### src/rtl/simon_pkg.sv
// Shared types and frame-length constants for the SIMON 32/64 feeder and drain blocks.
// Latency: none (package only).
// Backpressure: none (package only).
package simon_pkg;

  localparam int SIMON_N = 16;  // core word width
  localparam int SIMON_M = 4;   // key words
  localparam int SIMON_W = 8;   // stream byte width

  localparam int KEY_BYTES = SIMON_M * SIMON_N / SIMON_W;
  localparam int BLK_BYTES = 2 * SIMON_N / SIMON_W;

  typedef enum logic [2:0] {
    S_COLLECT,
    S_KEY_REQ,
    S_KEY_BUSY,
    S_DATA_REQ,
    S_DATA_BUSY
  } state_t;

endpackage

### src/rtl/simon_3264_loader_if.sv
// Byte-wide valid/ready stream feeding the SIMON loader.
// Latency: wires only.
// Backpressure: in_ready from the slave qualifies every in_valid byte.
interface simon_3264_loader_if
  import simon_pkg::*;
#(
  parameter int W = SIMON_W
);
  logic [W-1:0] in_data;
  logic         in_is_key;
  logic         in_dec;
  logic         in_valid;
  logic         in_ready;

  modport master (output in_data, in_is_key, in_dec, in_valid, input in_ready);
  modport slave  (input in_data, in_is_key, in_dec, in_valid, output in_ready);
endinterface

### src/rtl/simon_byte_shifter.sv
// Shift register that takes one byte per enable from the LSB side, oldest byte ends on top.
// Latency: one cycle from shift_en to updated q.
// Backpressure: none; shifts whenever shift_en is high.
module simon_byte_shifter #(
  parameter int WIDTH = 64,
  parameter int W     = 8
) (
  input  logic             clk,
  input  logic             clr,
  input  logic             shift_en,
  input  logic [W-1:0]     din,
  output logic [WIDTH-1:0] q
);

  // Synchronous clear has priority over shifting.
  always_ff @(posedge clk) begin
    if (clr) q <= '0;
    else if (shift_en) q <= {q[WIDTH-W-1:0], din};
  end

endmodule

### src/rtl/simon_3264_loader.sv
// Assembles byte stream into SIMON 32/64 key/data frames and hands them to the core.
// Latency: strobe earliest one cycle after the last byte; next byte the cycle after done.
// Backpressure: in_ready only in S_COLLECT; REQ/BUSY wait indefinitely on core handshakes.
module simon_3264_loader
  import simon_pkg::*;
#(
  parameter int N  = SIMON_N,
  parameter int M  = SIMON_M,
  parameter int W  = SIMON_W,
  parameter int CW = 3
) (
  input  logic                   clk,
  input  logic                   nR,
  simon_3264_loader_if.slave     strm,
  input  logic                   loadKey,
  input  logic                   doneKey,
  input  logic                   loadData,
  input  logic                   doneData,
  output logic [M-1:0][N-1:0]    KEY,
  output logic [1:0][N-1:0]      blockIN,
  output logic                   enc_dec,
  output logic                   newKey,
  output logic                   newData,
  output logic                   key_valid,
  output logic                   err,
  output logic                   busy
);

  localparam logic [CW-1:0] KEY_LAST = CW'(M * N / W - 1);
  localparam logic [CW-1:0] BLK_LAST = CW'(2 * N / W - 1);

  state_t          state, state_nxt;
  logic [CW-1:0]   cnt;
  logic            is_key_q, dec_q;
  logic            in_rdy;
  logic            accept, first, cur_key, cur_dec, last_byte;
  logic            key_last, data_last;
  logic [M*N-1:0]  key_q;
  // The data shadow only keeps the bytes before the last one; the last byte is
  // concatenated straight from the stream when the frame is committed to blockIN.
  logic [2*N-W-1:0] shadow_q;

  assign accept    = strm.in_valid && in_rdy;
  assign first     = (cnt == '0);
  assign cur_key   = first ? strm.in_is_key : is_key_q;
  assign cur_dec   = first ? strm.in_dec : dec_q;
  assign last_byte = accept && (cnt == (cur_key ? KEY_LAST : BLK_LAST));
  assign key_last  = last_byte && cur_key;
  assign data_last = last_byte && !cur_key;

  assign strm.in_ready = in_rdy;
  assign KEY           = key_q;

  // State register.
  always_ff @(posedge clk) begin
    if (nR) state <= S_COLLECT;
    else    state <= state_nxt;
  end

  // Next-state decode; a done seen in a REQ state is ignored because it is not BUSY yet.
  always_comb begin
    state_nxt = state;
    case (state)
      S_COLLECT: begin
        if (key_last)                    state_nxt = S_KEY_REQ;
        else if (data_last && key_valid) state_nxt = S_DATA_REQ;
      end
      S_KEY_REQ:   if (loadKey)  state_nxt = S_KEY_BUSY;
      S_KEY_BUSY:  if (doneKey)  state_nxt = S_COLLECT;
      S_DATA_REQ:  if (loadData) state_nxt = S_DATA_BUSY;
      S_DATA_BUSY: if (doneData) state_nxt = S_COLLECT;
      default:                   state_nxt = S_COLLECT;
    endcase
  end

  // Moore-gated strobes and status; each strobe leaves REQ on the same edge, so it lasts one cycle.
  always_comb begin
    in_rdy  = (state == S_COLLECT);
    newKey  = (state == S_KEY_REQ) && loadKey;
    newData = (state == S_DATA_REQ) && loadData;
    busy    = (state != S_COLLECT);
  end

  // Byte counter and first-byte frame-type latch.
  always_ff @(posedge clk) begin
    if (nR) begin
      cnt      <= '0;
      is_key_q <= 1'b0;
      dec_q    <= 1'b0;
    end else if (accept) begin
      cnt <= last_byte ? '0 : cnt + CW'(1);
      if (first) begin
        is_key_q <= strm.in_is_key;
        dec_q    <= strm.in_dec;
      end
    end
  end

  // Frame commit, key_valid tracking and the dropped-frame error pulse.
  always_ff @(posedge clk) begin
    if (nR) begin
      blockIN   <= '0;
      enc_dec   <= 1'b0;
      key_valid <= 1'b0;
      err       <= 1'b0;
    end else begin
      err <= data_last && !key_valid;
      if (key_last)                                key_valid <= 1'b0;
      else if ((state == S_KEY_BUSY) && doneKey)   key_valid <= 1'b1;
      if (data_last && key_valid) begin
        blockIN <= {shadow_q, strm.in_data};
        enc_dec <= cur_dec;
      end
    end
  end

  simon_byte_shifter #(.WIDTH(M*N), .W(W)) u_key_shift (
    .clk      (clk),
    .clr      (nR),
    .shift_en (accept && cur_key),
    .din      (strm.in_data),
    .q        (key_q)
  );

  simon_byte_shifter #(.WIDTH(2*N-W), .W(W)) u_data_shadow (
    .clk      (clk),
    .clr      (nR),
    .shift_en (accept && !cur_key),
    .din      (strm.in_data),
    .q        (shadow_q)
  );

endmodule

### src/flat_wrapper.sv
// flat-port wrapper written by rule: the top's interface ports become plain ports
module simon_3264_loader_flat import simon_pkg::*;
#(
  parameter int N  = SIMON_N,
  parameter int M  = SIMON_M,
  parameter int W  = SIMON_W,
  parameter int CW = 3
)
  (clk, nR, loadKey, doneKey, loadData, doneData, KEY, blockIN, enc_dec, newKey, newData, key_valid, err, busy, strm_in_data, strm_in_is_key, strm_in_dec, strm_in_valid, strm_in_ready);
  simon_3264_loader_if #(.W(W)) strm_i ();
  input  logic clk;
  input  logic nR;
  input  logic loadKey;
  input  logic doneKey;
  input  logic loadData;
  input  logic doneData;
  output logic [M-1:0][N-1:0] KEY;
  output logic [1:0][N-1:0] blockIN;
  output logic enc_dec;
  output logic newKey;
  output logic newData;
  output logic key_valid;
  output logic err;
  output logic busy;
  input wire logic [$bits(strm_i.in_data)-1:0] strm_in_data;
  input wire logic [$bits(strm_i.in_is_key)-1:0] strm_in_is_key;
  input wire logic [$bits(strm_i.in_dec)-1:0] strm_in_dec;
  input wire logic [$bits(strm_i.in_valid)-1:0] strm_in_valid;
  output wire logic [$bits(strm_i.in_ready)-1:0] strm_in_ready;
  assign strm_i.in_data = strm_in_data;
  assign strm_i.in_is_key = strm_in_is_key;
  assign strm_i.in_dec = strm_in_dec;
  assign strm_i.in_valid = strm_in_valid;
  assign strm_in_ready = strm_i.in_ready;
  simon_3264_loader #(.N(N), .M(M), .W(W), .CW(CW)) u_core (.clk(clk), .nR(nR), .strm(strm_i), .loadKey(loadKey), .doneKey(doneKey), .loadData(loadData), .doneData(doneData), .KEY(KEY), .blockIN(blockIN), .enc_dec(enc_dec), .newKey(newKey), .newData(newData), .key_valid(key_valid), .err(err), .busy(busy));
endmodule
### config.mk
export PLATFORM = sky130hd
export DESIGN_NAME = simon_3264_loader_flat
export DESIGN_NICKNAME = d
export VERILOG_FILES = /design/src/rtl/simon_pkg.sv /design/src/rtl/simon_3264_loader_if.sv /design/src/rtl/simon_byte_shifter.sv /design/src/rtl/simon_3264_loader.sv /design/src/flat_wrapper.sv
export SDC_FILE = /design/constraint.sdc
export NUM_CORES = 1
export LEC_CHECK = 0
export CAP_MARGIN = 10
export CORE_MARGIN = 3
export CORE_UTILIZATION = 45
export DETAILED_ROUTE_END_ITERATION = 12
export PLACE_DENSITY = 0.76
export SYNTH_ARGS = -nofsm -noshare
export SYNTH_HDL_FRONTEND = slang
export SYNTH_SLANG_ARGS = --single-unit
### constraint.sdc
create_clock -name clk -period 1.9 [get_ports clk]
set_input_delay 0.38 -clock clk [delete_from_list [all_inputs] [get_ports clk]]
set_output_delay 0.38 -clock clk [all_outputs]
set_load 0.01 [all_outputs]
==> results.ini <==
[synth]
netlist_area_sq_um = 5030
synth_area_leader_cell = dfxtp_1
synth-adder-area-share_pct = 0.498
synthCells = 615
synth.area.top_cells = dfxtp_1 (52%), a21oi_1 (12%), o21ai_0 (9.1%), nand2_1 (7.2%), nand3_1 (6.6%)
synth_warnings = 0
synth_edf_count = 0
synthMuxAreaShare_pct = 0.622
yosys_most_used_dff = dfxtp_1
synth_fp_nets = 634
synth-simple-area-share_pct = 16.5
ys_seq_elements = 131
synth_xor_area_share_pct = 0
synth_top_cell_area_share_pct = 52.2
synthArstFlopShare_pct = 0
synth-compound-area-share_pct = 23.4
ys_types = 36
synth_top_family_by_area = compound AO/OA/AOI/OAI gates
ys_seq_area_share_pct = 52.2
synth.avg_cell_area_sq_um = 8.17

[placement]
dp_hpwl_um = 8790
dpl-instance-area_sq_um = 6420
post-place-ws_ps = -96.1
place_congestion = 0.829
io_buffers = 119

[die]
dieArea_sq_um = 12500
core-area_sq_um = 10600
initial_core_util_pct = 47.4
io_pins = 120
chipHeight_um = 112
fp.dieW_um = 112
rows = 37

[setup_path]
cp_max_fo = 3
reg2reg_from = u_core.cnt[0]
slowest_delay_ps = 570
path_cells = clkdlybuf4s50_1
worstSetupPathType = register to output port
path_delay_family = buffers and inverters
crit_path_start = u_core.u_key_shift.q[7]
rrSetupSlack_ps = 160
r2r_end = u_core.u_key_shift.q[18]
r2r_cells = 7
critPathRequiredTime_ps = 1520
critPathSlowestCell = clkdlybuf4s50_1
worstPathArrival_ps = 1470
cp.buffers_inverters = 1
cp-end-kind = output port
critPathLaunchType = register

[sta]
final_max_slew_viol_count = 0
layout_setup_ws_ps = 47.1
maxSlewHeadroom_pct = 67.4
grt_setup_unrepaired = true
hold_viol = 0
fin_crit_ps = 1850
worst_pin_slew_ps = 483
fin_crit_sh_pct = 97.5
tns_ps = 0
fmax_mhz = 540
fin_worst_skew_ps = 10.8
finalSetupViolCount = 0

[route]
drtIter0Drc = 353
vias = 4873
wirelength_um = 13900
wire_per_inst_um = 16.0
drt-vias-per-instance = 5.60
drc = 0
ant_nets = 0
drt-pass1-iter-count = 6

[clocking]
ctsHoldBuffers = 0
clock_sinks = 131
cts_buffer_depth = 2
htreeDepth = 4
insertion_delay_ps = 510
cts_tree = built
root_buffer = clkbuf_8
numCtsBuffers = 17
clkTransAtPathRegs_ps = 60

[hold_path]
min_to = u_core.blockIN[24]
hold_start = nR
min_path_cells = 2
holdCritPathClass = input port to register

[layout]
finish.utilization_pct = 67.2
multiInputGateArea_sq_um = 2100
fillers = 848
num_antenna_cells = 0
final_area_sq_um = 7120
seqCellArea_sq_um = 2630
area_growth_pct = 41.7
nets = 740
drive_gt1_share_pct = 10.4

[global_route]
antenna_found_initial = 0
grt_usage_pct = 22.0
grt_max_degree = 66
grt_pass1_vias = 4707
grt_pass1_wl_um = 23000
gr-total-overflow = 0

[pwr]
seqPwrFrac_pct = 40.9
worst_ir_drop_vdd_mv = 0.566
p_leak_uw = 0.00243
power_frac_clock_pct = 52.2
p_int_uw = 5380
p_switching_uw = 1510
pwr_density_cell_nw_per_um2 = 967
sw_frac_of_total_pct = 21.9
pwr-share-comb_pct = 6.9

[run]
cap_viol_max_count = 0

[run_status]
status = complete, no violations

-- power groups by stage --
stage	Clock [uW]	Combinational (uW)	Sequential (uW)
floorplan	0	269	2870
global placement	0	455	2870
detailed placement	0	462	2870
CTS	3640	469	2820
global route	3780	516	2820
finish	3600	475	2820
-- worst reg2reg max path, stage by stage (launching register included) --
cell,delay [ps]
dfxtp_1,370
inv_1,70
ha_1,260
nand3b_1,220
o21a_1,210
buf_12,240
o21ai_0,160
a21oi_1,160
-- how the worst max path moves through the flow --
stage	endpoint	slack [ps]	cells after the start
final	KEY[7]	50	1
after global routing	newKey	-30	4
after CTS	strm_in_ready	4	3
after detailed placement	newKey	-100	4
after global placement	newKey	-70	4
after floorplan	u_core.u_key_shift.q[35]	100	8
-- area by class of cell --
| class | count | share of cell area (%) |
|---|---|---|
| Sequential cell | 131 | 36.8 |
| Inverter | 6 | 0.386 |
| Clock buffer | 22 | 6.64 |
| Multi-Input combinational cell | 419 | 29.4 |
| Timing Repair Buffer | 146 | 21.6 |
| Clock inverter | 10 | 2.72 |
| Tap cell | 136 | 2.39 |
-- cell families (layout without fill, tap and decap cells) --
group           after synthesis  after routing
simple gates                187            187
buf+inv                      65            184
flops                       131            131
compound gates              227            227
mux                           3              3
fa+ha+maj                     2              2
-- per-layer routing --
| layer | global-route usage, % | up-vias | wire [um] |
|---|---|---|---|
| met3 | 6.47 | 18 | 961 |
| met4 | 6.97 | 0 | 174 |
| met5 | 0 | - | 0 |
| met2 | 34.5 | 177 | 6640 |
| li1 | - | 2355 | - |
| met1 | 29.4 | 2323 | 6160 |
-- stage by stage --
stage | std cells | hold WS [ps] | total power, uW
final | 870 | 264 | 6890
after global routing | 870 | 262 | 7110
after CTS | 870 | 243 | 6930
after detailed placement | 836 | 443 | 3340
after global placement | 836 | 434 | 3330
after floorplan | 615 | 428 | 3140
-- state kept, by name, indices dropped and copies added, names as in the netlist --
| register | cells |
|---|---|
| u_core.cnt | 3 |
| u_core.blockIN | 32 |
| u_core.err | 1 |
| u_core.u_data_shadow.q | 24 |
| u_core.dec_q | 1 |
| u_core.is_key_q | 1 |
| u_core.u_key_shift.q | 64 |
| u_core.key_valid | 1 |
| u_core.state | 3 |
| u_core.enc_dec | 1 |
-- cells in the final DEF (no fill, tap or decap), types with 3 or more instances in the layout --
cell type	instances
buf_4	16
o21ai_0	91
nor2_1	8
buf_12	12
bufinv_16	5
clkinv_4	4
nand2_1	96
a211oi_1	3
a21oi_1	125
inv_1	5
clkdlybuf4s50_1	112
nand3_1	66
clkbuf_16	16
dfxtp_1	129
clkbuf_8	5
-- synthesized netlist by cell type, drive strengths merged (2+ instances only) --
cell,number
inv,5
dfxtp,131
nor2b,3
a211oi,3
ha,2
nor2,9
and2,2
nor3,2
nand2b,2
nand3,66
o21ai,92
nand2,97
buf,21
a21oi,125
clkbuf,38
mux2i,2
-- what timing repair did --
item / CTS / global route
pin swaps: 2 / 0
gates cloned: 0 / 0
buffers inserted: 2 / 0
gates resized for setup: 15 / 8
setup endpoints to repair: 12 / 17
(Power assumes the default switching activity.)
